[src/rtl/instr_fetch_if.sv]
`default_nettype none
// ============================================================================
// instr_fetch_if : fetch-stage bundle (imem bus, redirect, decoder handoff)
// Rev 1.0
// ============================================================================
interface instr_fetch_if #(
  parameter int WIDTH = 32
) ();
  logic             imem_req;
  logic [WIDTH-1:0] imem_addr;
  logic             imem_rvalid;
  logic [WIDTH-1:0] imem_rdata;
  logic             redirect_valid;
  logic [WIDTH-1:0] redirect_pc;
  logic [WIDTH-1:0] inst;
  logic [WIDTH-1:0] inst_pc;
  logic             inst_valid;
  logic             inst_ready;
  logic             err_unexpected;

  modport master (
    output imem_req, imem_addr, inst, inst_pc, inst_valid, err_unexpected,
    input  imem_rvalid, imem_rdata, redirect_valid, redirect_pc, inst_ready
  );

  modport slave (
    input  imem_req, imem_addr, inst, inst_pc, inst_valid, err_unexpected,
    output imem_rvalid, imem_rdata, redirect_valid, redirect_pc, inst_ready
  );
endinterface
`default_nettype wire

[src/rtl/instr_fetch.sv]
`default_nettype none
// ============================================================================
// instr_fetch : credit-limited prefetcher with 2-entry {inst,pc} FIFO
// Rev 1.0
// ============================================================================
module instr_fetch #(
  parameter int               WIDTH    = 32,
  parameter logic [WIDTH-1:0] RESET_PC = 32'h0000_0000,
  parameter logic [WIDTH-1:0] NOP      = 32'h0000_0013
) (
  input wire            clk,
  input wire            reset,
  instr_fetch_if.master bus
);

  localparam logic [WIDTH-1:0] c_STEP = WIDTH'(4);

  typedef enum logic [1:0] {
    S_BOOT  = 2'd0,
    S_RUN   = 2'd1,
    S_DRAIN = 2'd2
  } state_t;

  state_t           r_state;
  logic [WIDTH-1:0] r_fetch_pc;
  logic [1:0]       r_out;
  logic [1:0]       r_disc;
  logic [1:0]       r_count;
  logic [WIDTH-1:0] r_data [2];
  logic [WIDTH-1:0] r_pc   [2];
  logic             r_err;

  logic             w_rsp_ok;
  logic             w_pop;
  logic             w_req;
  logic             w_push;
  logic [1:0]       w_out_next;
  logic [1:0]       w_disc_next;
  logic [1:0]       w_slot;
  logic [WIDTH-1:0] w_rsp_pc;
  logic             w_unused_rpc_bits;

  assign w_rsp_ok   = bus.imem_rvalid && (r_out != 2'd0);
  assign w_pop      = (r_count != 2'd0) && bus.inst_ready;
  assign w_req      = (r_state == S_RUN) && !bus.redirect_valid &&
                      (({1'b0, r_count} + {1'b0, r_out}) < 3'd2);
  assign w_push     = w_rsp_ok && (r_disc == 2'd0) && !bus.redirect_valid;
  assign w_out_next = r_out + {1'b0, w_req} - {1'b0, w_rsp_ok};
  assign w_disc_next = bus.redirect_valid ? w_out_next :
                       ((w_rsp_ok && (r_disc != 2'd0)) ? (r_disc - 2'd1) : r_disc);
  assign w_slot     = r_count - {1'b0, w_pop};

  // With no discards pending, all in-flight requests are consecutive words
  // ending just below the fetch PC, so the oldest one is recovered by offset.
  assign w_rsp_pc   = r_fetch_pc - {{(WIDTH-4){1'b0}}, r_out, 2'b00};

  assign w_unused_rpc_bits = &{1'b0, bus.redirect_pc[1:0]};

  always_ff @(posedge clk or posedge reset) begin
    if (reset) begin
      r_state    <= S_BOOT;
      r_fetch_pc <= RESET_PC;
      r_out      <= 2'd0;
      r_disc     <= 2'd0;
      r_count    <= 2'd0;
      r_err      <= 1'b0;
      for (int i = 0; i < 2; i++) begin
        r_data[i] <= '0;
        r_pc[i]   <= '0;
      end
    end else begin
      r_out  <= w_out_next;
      r_disc <= w_disc_next;
      if (bus.imem_rvalid && (r_out == 2'd0)) begin
        r_err <= 1'b1;
      end
      if (w_req) begin
        r_fetch_pc <= r_fetch_pc + c_STEP;
      end

      if (bus.redirect_valid) begin
        r_fetch_pc <= {bus.redirect_pc[WIDTH-1:2], 2'b00};
        r_count    <= 2'd0;
        r_state    <= (w_disc_next != 2'd0) ? S_DRAIN : S_RUN;
      end else begin
        if (w_pop) begin
          r_data[0] <= r_data[1];
          r_pc[0]   <= r_pc[1];
        end
        // Later write wins: a push into slot 0 overrides the shift above.
        if (w_push) begin
          r_data[w_slot[0]] <= bus.imem_rdata;
          r_pc[w_slot[0]]   <= w_rsp_pc;
        end
        r_count <= r_count + {1'b0, w_push} - {1'b0, w_pop};

        case (r_state)
          S_BOOT:  r_state <= S_RUN;
          S_DRAIN: if (w_disc_next == 2'd0) r_state <= S_RUN;
          default: r_state <= r_state;
        endcase
      end
    end
  end

  assign bus.imem_req       = w_req;
  assign bus.imem_addr      = r_fetch_pc;
  assign bus.inst_valid     = (r_count != 2'd0);
  assign bus.inst           = (r_count != 2'd0) ? r_data[0] : NOP;
  assign bus.inst_pc        = (r_count != 2'd0) ? r_pc[0] : '0;
  assign bus.err_unexpected = r_err;

endmodule
`default_nettype wire

[src/flat_wrapper.sv]
// flat-port wrapper written by rule: the top's interface ports become plain ports
module instr_fetch_flat 
#(
  parameter int               WIDTH    = 32,
  parameter logic [WIDTH-1:0] RESET_PC = 32'h0000_0000,
  parameter logic [WIDTH-1:0] NOP      = 32'h0000_0013
)
  (clk, reset, bus_imem_req, bus_imem_addr, bus_inst, bus_inst_pc, bus_inst_valid, bus_err_unexpected, bus_imem_rvalid, bus_imem_rdata, bus_redirect_valid, bus_redirect_pc, bus_inst_ready);
  instr_fetch_if #(.WIDTH(WIDTH)) bus_i ();
  input wire clk;
  input wire reset;
  output wire logic [$bits(bus_i.imem_req)-1:0] bus_imem_req;
  output wire logic [$bits(bus_i.imem_addr)-1:0] bus_imem_addr;
  output wire logic [$bits(bus_i.inst)-1:0] bus_inst;
  output wire logic [$bits(bus_i.inst_pc)-1:0] bus_inst_pc;
  output wire logic [$bits(bus_i.inst_valid)-1:0] bus_inst_valid;
  output wire logic [$bits(bus_i.err_unexpected)-1:0] bus_err_unexpected;
  input wire logic [$bits(bus_i.imem_rvalid)-1:0] bus_imem_rvalid;
  input wire logic [$bits(bus_i.imem_rdata)-1:0] bus_imem_rdata;
  input wire logic [$bits(bus_i.redirect_valid)-1:0] bus_redirect_valid;
  input wire logic [$bits(bus_i.redirect_pc)-1:0] bus_redirect_pc;
  input wire logic [$bits(bus_i.inst_ready)-1:0] bus_inst_ready;
  assign bus_imem_req = bus_i.imem_req;
  assign bus_imem_addr = bus_i.imem_addr;
  assign bus_inst = bus_i.inst;
  assign bus_inst_pc = bus_i.inst_pc;
  assign bus_inst_valid = bus_i.inst_valid;
  assign bus_err_unexpected = bus_i.err_unexpected;
  assign bus_i.imem_rvalid = bus_imem_rvalid;
  assign bus_i.imem_rdata = bus_imem_rdata;
  assign bus_i.redirect_valid = bus_redirect_valid;
  assign bus_i.redirect_pc = bus_redirect_pc;
  assign bus_i.inst_ready = bus_inst_ready;
  instr_fetch #(.WIDTH(WIDTH), .RESET_PC(RESET_PC), .NOP(NOP)) u_core (.clk(clk), .reset(reset), .bus(bus_i));
endmodule
[config.mk]
export PLATFORM = sky130hd
export DESIGN_NAME = instr_fetch_flat
export DESIGN_NICKNAME = d
export VERILOG_FILES = /design/src/rtl/instr_fetch_if.sv /design/src/rtl/instr_fetch.sv /design/src/flat_wrapper.sv
export SDC_FILE = /design/constraint.sdc
export NUM_CORES = 1
export LEC_CHECK = 0
export CORE_ASPECT_RATIO = 0.75
export CORE_MARGIN = 2
export CORE_UTILIZATION = 54
export CTS_BUF_LIST = sky130_fd_sc_hd__clkbuf_4
export DETAILED_ROUTE_END_ITERATION = 8
export PLACE_DENSITY = 0.83
export SETUP_SLACK_MARGIN = 0.05
export SYNTH_ARGS = -nofsm -noshare
export SYNTH_HDL_FRONTEND = slang
export SYNTH_SLANG_ARGS = --single-unit
[constraint.sdc]
create_clock -name clk -period 7.6 [get_ports clk]
set_input_delay 1.52 -clock clk [delete_from_list [all_inputs] [get_ports clk]]
set_output_delay 1.52 -clock clk [all_outputs]
set_load 0.02 [all_outputs]
======== Word-level counts from Yosys, hierarchy flattened ========
Index checks and enable logic that the tools add are counted.
cells by class
  eq/ne operators ......................... 3
  reduce and logical (&&, ||, !) cells .... 22
  add/subtract/negate cells ............... 9
  order comparisons ....................... 3
  divide/modulo/power cells ............... 0
  mux-type cells .......................... 21
  shift operators ......................... 0
  bitwise gates (word level) .............. 2
  $mul .................................... 0
operator list
  kind                                                   number
  two-way mux 32 bit                                     9
  bitwise mux 64 bit                                     2
  two-way mux 64 bit                                     2
  adder 32 x 3 -> 32 bit, second input constant          1
  demux 32 bit (select 1 bit)                            1
  subtractor 32 x 4 -> 32 bit                            1
  two-way mux 2 bit                                      6
  nonzero test 2 bit                                     5
  logical AND 1 bit                                      9
  logical NOT 2 bit                                      4
  adder 2 x 1 -> 2 bit                                   2
  one-hot mux 2 bit (2 select lines)                     1
  AND reduction 2 bit                                    2
  subtractor 2 x 1 -> 2 bit                              2
  adder 2 x 2 -> 3 bit                                   1
  < comparator 3 x 2 -> 1 bit, second input constant     1
  inequality test 3 x 2 -> 1 bit, second input constant  1
  nonzero test 3 bit                                     1
  equality test 2 x 1 -> 1 bit, second input constant    1
  equality test 2 bit, second input constant             1
  >= comparator 2 bit, second input constant             1
  < comparator 2 x 1 -> 1 bit, second input constant     1
  inverter 1 -> 2 bit                                    1
  subtractor 2 x 1 -> 2 bit, second input constant       1
  3 further kinds                                        3
word-level totals
  bits in latches ......................... 0
  memory bits (read-only) ................. 0
  register bits ........................... 169
  memories kept ........................... 0
  output and inout port bits .............. 99
  RAM bits ................................ 0

======== Logic depth before layout (Yosys ltp) ========
  depth in word-level cells ............... 10
  depth in mapped cells ................... 14
  mapped depth without buffers ............ 13

======== Worst setup path after synthesis ========
No wires, ideal clock.
  kind .................................... in2out
  from .................................... input port bus_redirect_valid
  to ...................................... output port bus_imem_req
  stages .................................. 4
  path buffers ............................ 2
  slack ................................... 3.808 ns
  data required time ...................... 6.080 ns
  arrival ................................. 2.272 ns
  cell sequence ........................... clkbuf_1 > nor2_1 > and3_1 > clkbuf_1
on the way
  longest elaborated chain between the ends .. 3
RTL lines
  element                          RTL line            source
  start, declared                  flat_wrapper.sv:20  input wire logic [$bits(bus_i.redirect_valid)-1:0] bus_redirect_valid;
  logical NOT 1 bit                instr_fetch.sv:45   assign w_req = (r_state == S_RUN) && !bus.redirect_valid &&
  logical AND 1 bit (2 in series)  instr_fetch.sv:45
  end, declared                    flat_wrapper.sv:12  output wire logic [$bits(bus_i.imem_req)-1:0] bus_imem_req;
No other way between the ends.

======== Final worst setup path ========
Ends and elaborated chain as after synthesis.

==> flow_summary.json <==
{
  "cp_data_required_time_ns": 6.08,
  "ios": 168,
  "cap_viol_max_count": 0,
  "yosysWarnings": 0,
  "internal_power_mw": 2.02,
  "hpwl_um": 13500,
  "track_usage_pct": 25.3,
  "setup_viol": 0,
  "pre_cts_slack_ns": 2.91,
  "fp.dieH_um": 113,
  "arrival_ns": 3.19,
  "syn_avg_cell_area_um2": 9.73,
  "reg2reg_depth": 6,
  "vias": 6840,
  "cts_tree": "done",
  "syn_inst": 880,
  "synth_cell_types": 48,
  "wire_per_inst_um": 16.7,
  "grt_max_degree": 93,
  "grt_pass1_vias": 6692,
  "min_period_ns": 4.71,
  "viasPerCell": 5.65,
  "drive_above_1_share_pct": 9.05,
  "gp_congestion": 0.915,
  "antenna_left": 0,
  "power_density_nw_per_um2": 313,
  "synth_top_area_share_pct": 48.2,
  "start_kind": "input pin",
  "clockBufferDepth": 2,
  "layout_worst_path_cycle_share_pct": 62.0,
  "synth.area.top_cells": "dfrtp_1 (48%), mux2_2 (5.0%), and2_1 (4.7%)",
  "clkTransAtPathRegs_ns": 0.13,
  "worst_pin_slew_ns": 1.09,
  "synth.yosys.seq_area_share_pct": 48.2,
  "grt_overflow": 0,
  "grt_setup_unrepaired": "no",
  "cts_resized": 0,
  "synth_area_leader_cell": "dfrtp_1",
  "power_frac_comb_pct": 43.0,
  "hold_path_depth": 1,
  "post_cts_buffers": 0,
  "status": "finished clean",
  "p_clk_share_pct": 14.0,
  "crit_path_start": "bus_redirect_valid",
  "clock.fmax_mhz": 212,
  "cp-end-kind": "output pin",
  "slew_headroom_pct": 27.1,
  "crit_path_max_fanout": 54,
  "critPathKind": "input pin to output pin",
  "drc_errors": 0,
  "dr.pass1.iters": 5,
  "numPortBuffers": 163,
  "slew_violations": 0,
  "ys.flop_type": "dfrtp_1",
  "setup_ws_ns": 2.89,
  "cts_max_level": 4,
  "die_w_um": 149,
  "root_buffer": "clkbuf_4",
  "fin_tns_setup_ns": 0,
  "drt_iter0_drc": 521,
  "clock_sinks": 165,
  "clk_latency_ns": 0.56,
  "ir_drop_uv": 225,
  "worstHoldStart": "u_core.bus.err_unexpected",
  "cts_hold_buf": 0,
  "switching_share_pct": 38.0,
  "synth_area_um2": 8560,
  "cts_made_buffers": 17,
  "grt_antenna_before_repair": 0,
  "hold_class": "flip-flop to flip-flop",
  "core_area_um2": 15400,
  "synth-edff-count": 0,
  "leakagePower_nw": 4.22,
  "finalHoldViolCount": 0,
  "post-synth-top-count-cell": "dfrtp_1",
  "switching_power_mw": 1.24,
  "fin_skew_ns": 0.0219,
  "r2r-start": "u_core.r_count[1]",
  "synthToLayoutAreaGrowth_pct": 21.7,
  "grt_pass1_wl_um": 33800,
  "rows": 39,
  "wl_um": 20300,
  "die_area_um2": 16900,
  "num_antenna_cells": 0,
  "start_util_pct": 55.7,
  "yosys-top-cells-count": "dfrtp_1 (165), nand2_1 (102), o21ai_0 (76)",
  "ys_ff_latch": 165,
  "layout.nets": 1073,
  "power_frac_seq_pct": 43.0,
  "ys_async_sr_fraction_pct": 100
}
-- path summary, 6_finish.rpt --
| kind | endpoint | slack (ns) |
|---|---|---|
| max reg2reg | u_core.r_data[41] | 4.16 |
| max in group asynchronous | u_core.r_pc[49] | 4.59 |
| min | u_core.bus.err_unexpected | 0.48 |
| min reg2reg | u_core.bus.err_unexpected | 0.48 |
| max | bus_imem_req | 2.89 |
| min in group asynchronous | u_core.r_pc[12] | 1.47 |
-- sequential cells by signal, indices dropped and copies added (netlist names) --
| register | flops |
|---|---|
| u_core.r_data | 64 |
| u_core.bus.err_unexpected | 1 |
| u_core.r_pc | 62 |
| u_core.r_state | 2 |
| u_core.r_count | 2 |
| u_core.r_out | 2 |
| u_core.r_disc | 2 |
| u_core.bus.imem_addr | 30 |
-- placed cells by master (no fill, tap or decap), types with 32 or more instances in the layout --
cell type,Yosys,final
mux2_2,38,38
and2_1,65,65
xnor2_1,36,36
clkdlybuf4s50_1,0,162
mux2i_1,32,32
dfrtp_1,165,165
a21oi_1,35,35
o21ai_0,76,76
nand2_1,102,101
-- critical path, cell delays in order --
cell	delay [ns]
buf_2	0.09
buf_4	0.27
nor2_1	0.19
and3_1	0.42
clkdlybuf4s50_1	0.68
-- power groups by stage --
stage / logic [mW] / registers [mW] / clock network, mW
global route: 1.56 / 1.45 / 0.503
floorplan: 0.952 / 1.36 / 0
detailed placement: 1.41 / 1.42 / 0
global placement: 1.37 / 1.40 / 0
finish: 1.40 / 1.40 / 0.456
CTS: 1.42 / 1.40 / 0.467
-- cells by family (layout without fill, tap and decap cells) --
| group | count (synthesis) | count (layout) | share of synthesized area, % |
|---|---|---|---|
| other cells | 1 | 2 | 0.0438 |
| mux | 70 | 70 | 8.74 |
| fa+ha+maj | 10 | 10 | 1.64 |
| flops | 165 | 165 | 48.2 |
| compound gates | 165 | 165 | 11.1 |
| xor+xnor | 51 | 51 | 5.22 |
| simple gates | 328 | 328 | 20.8 |
| buf+inv | 90 | 215 | 4.30 |
-- metrics by stage --
step | utilization, % | hold WS, ns | power [mW] | area, µm² | std cells
detailed placement | 66.3 | 0.454 | 2.83 | 10200 | 1180
CTS | 67.8 | 0.481 | 3.28 | 10400 | 1211
floorplan | - | 0.445 | 2.31 | 8570 | 881
global route | 67.8 | 0.515 | 3.51 | 10400 | 1211
global placement | 66.3 | 0.440 | 2.77 | 10200 | 1180
finish | 67.8 | 0.478 | 3.26 | 10400 | 1211
-- layer usage --
metal | vias to the layer above | share of wire, % | track usage, %
li1 | 3270 | - | -
met1 | 3326 | 46 | 37.0
met2 | 224 | 45 | 38.5
met3 | 20 | 7.4 | 5.73
met4 | 0 | 0.90 | 6.22
met5 | - | 0 | 0
-- cell type report --
| class | count | area, µm² |
|---|---|---|
| Clock inverter | 13 | 92.6 |
| Multi-Input combinational cell | 626 | 4090 |
| Sequential cell | 165 | 4130 |
| Inverter | 17 | 68.8 |
| Timing Repair Buffer | 167 | 1660 |
| Fill cell | 1235 | 4950 |
| Tap cell | 205 | 256 |
| Clock buffer | 18 | 135 |
Note: power is estimated with default switching activity, not from simulation.
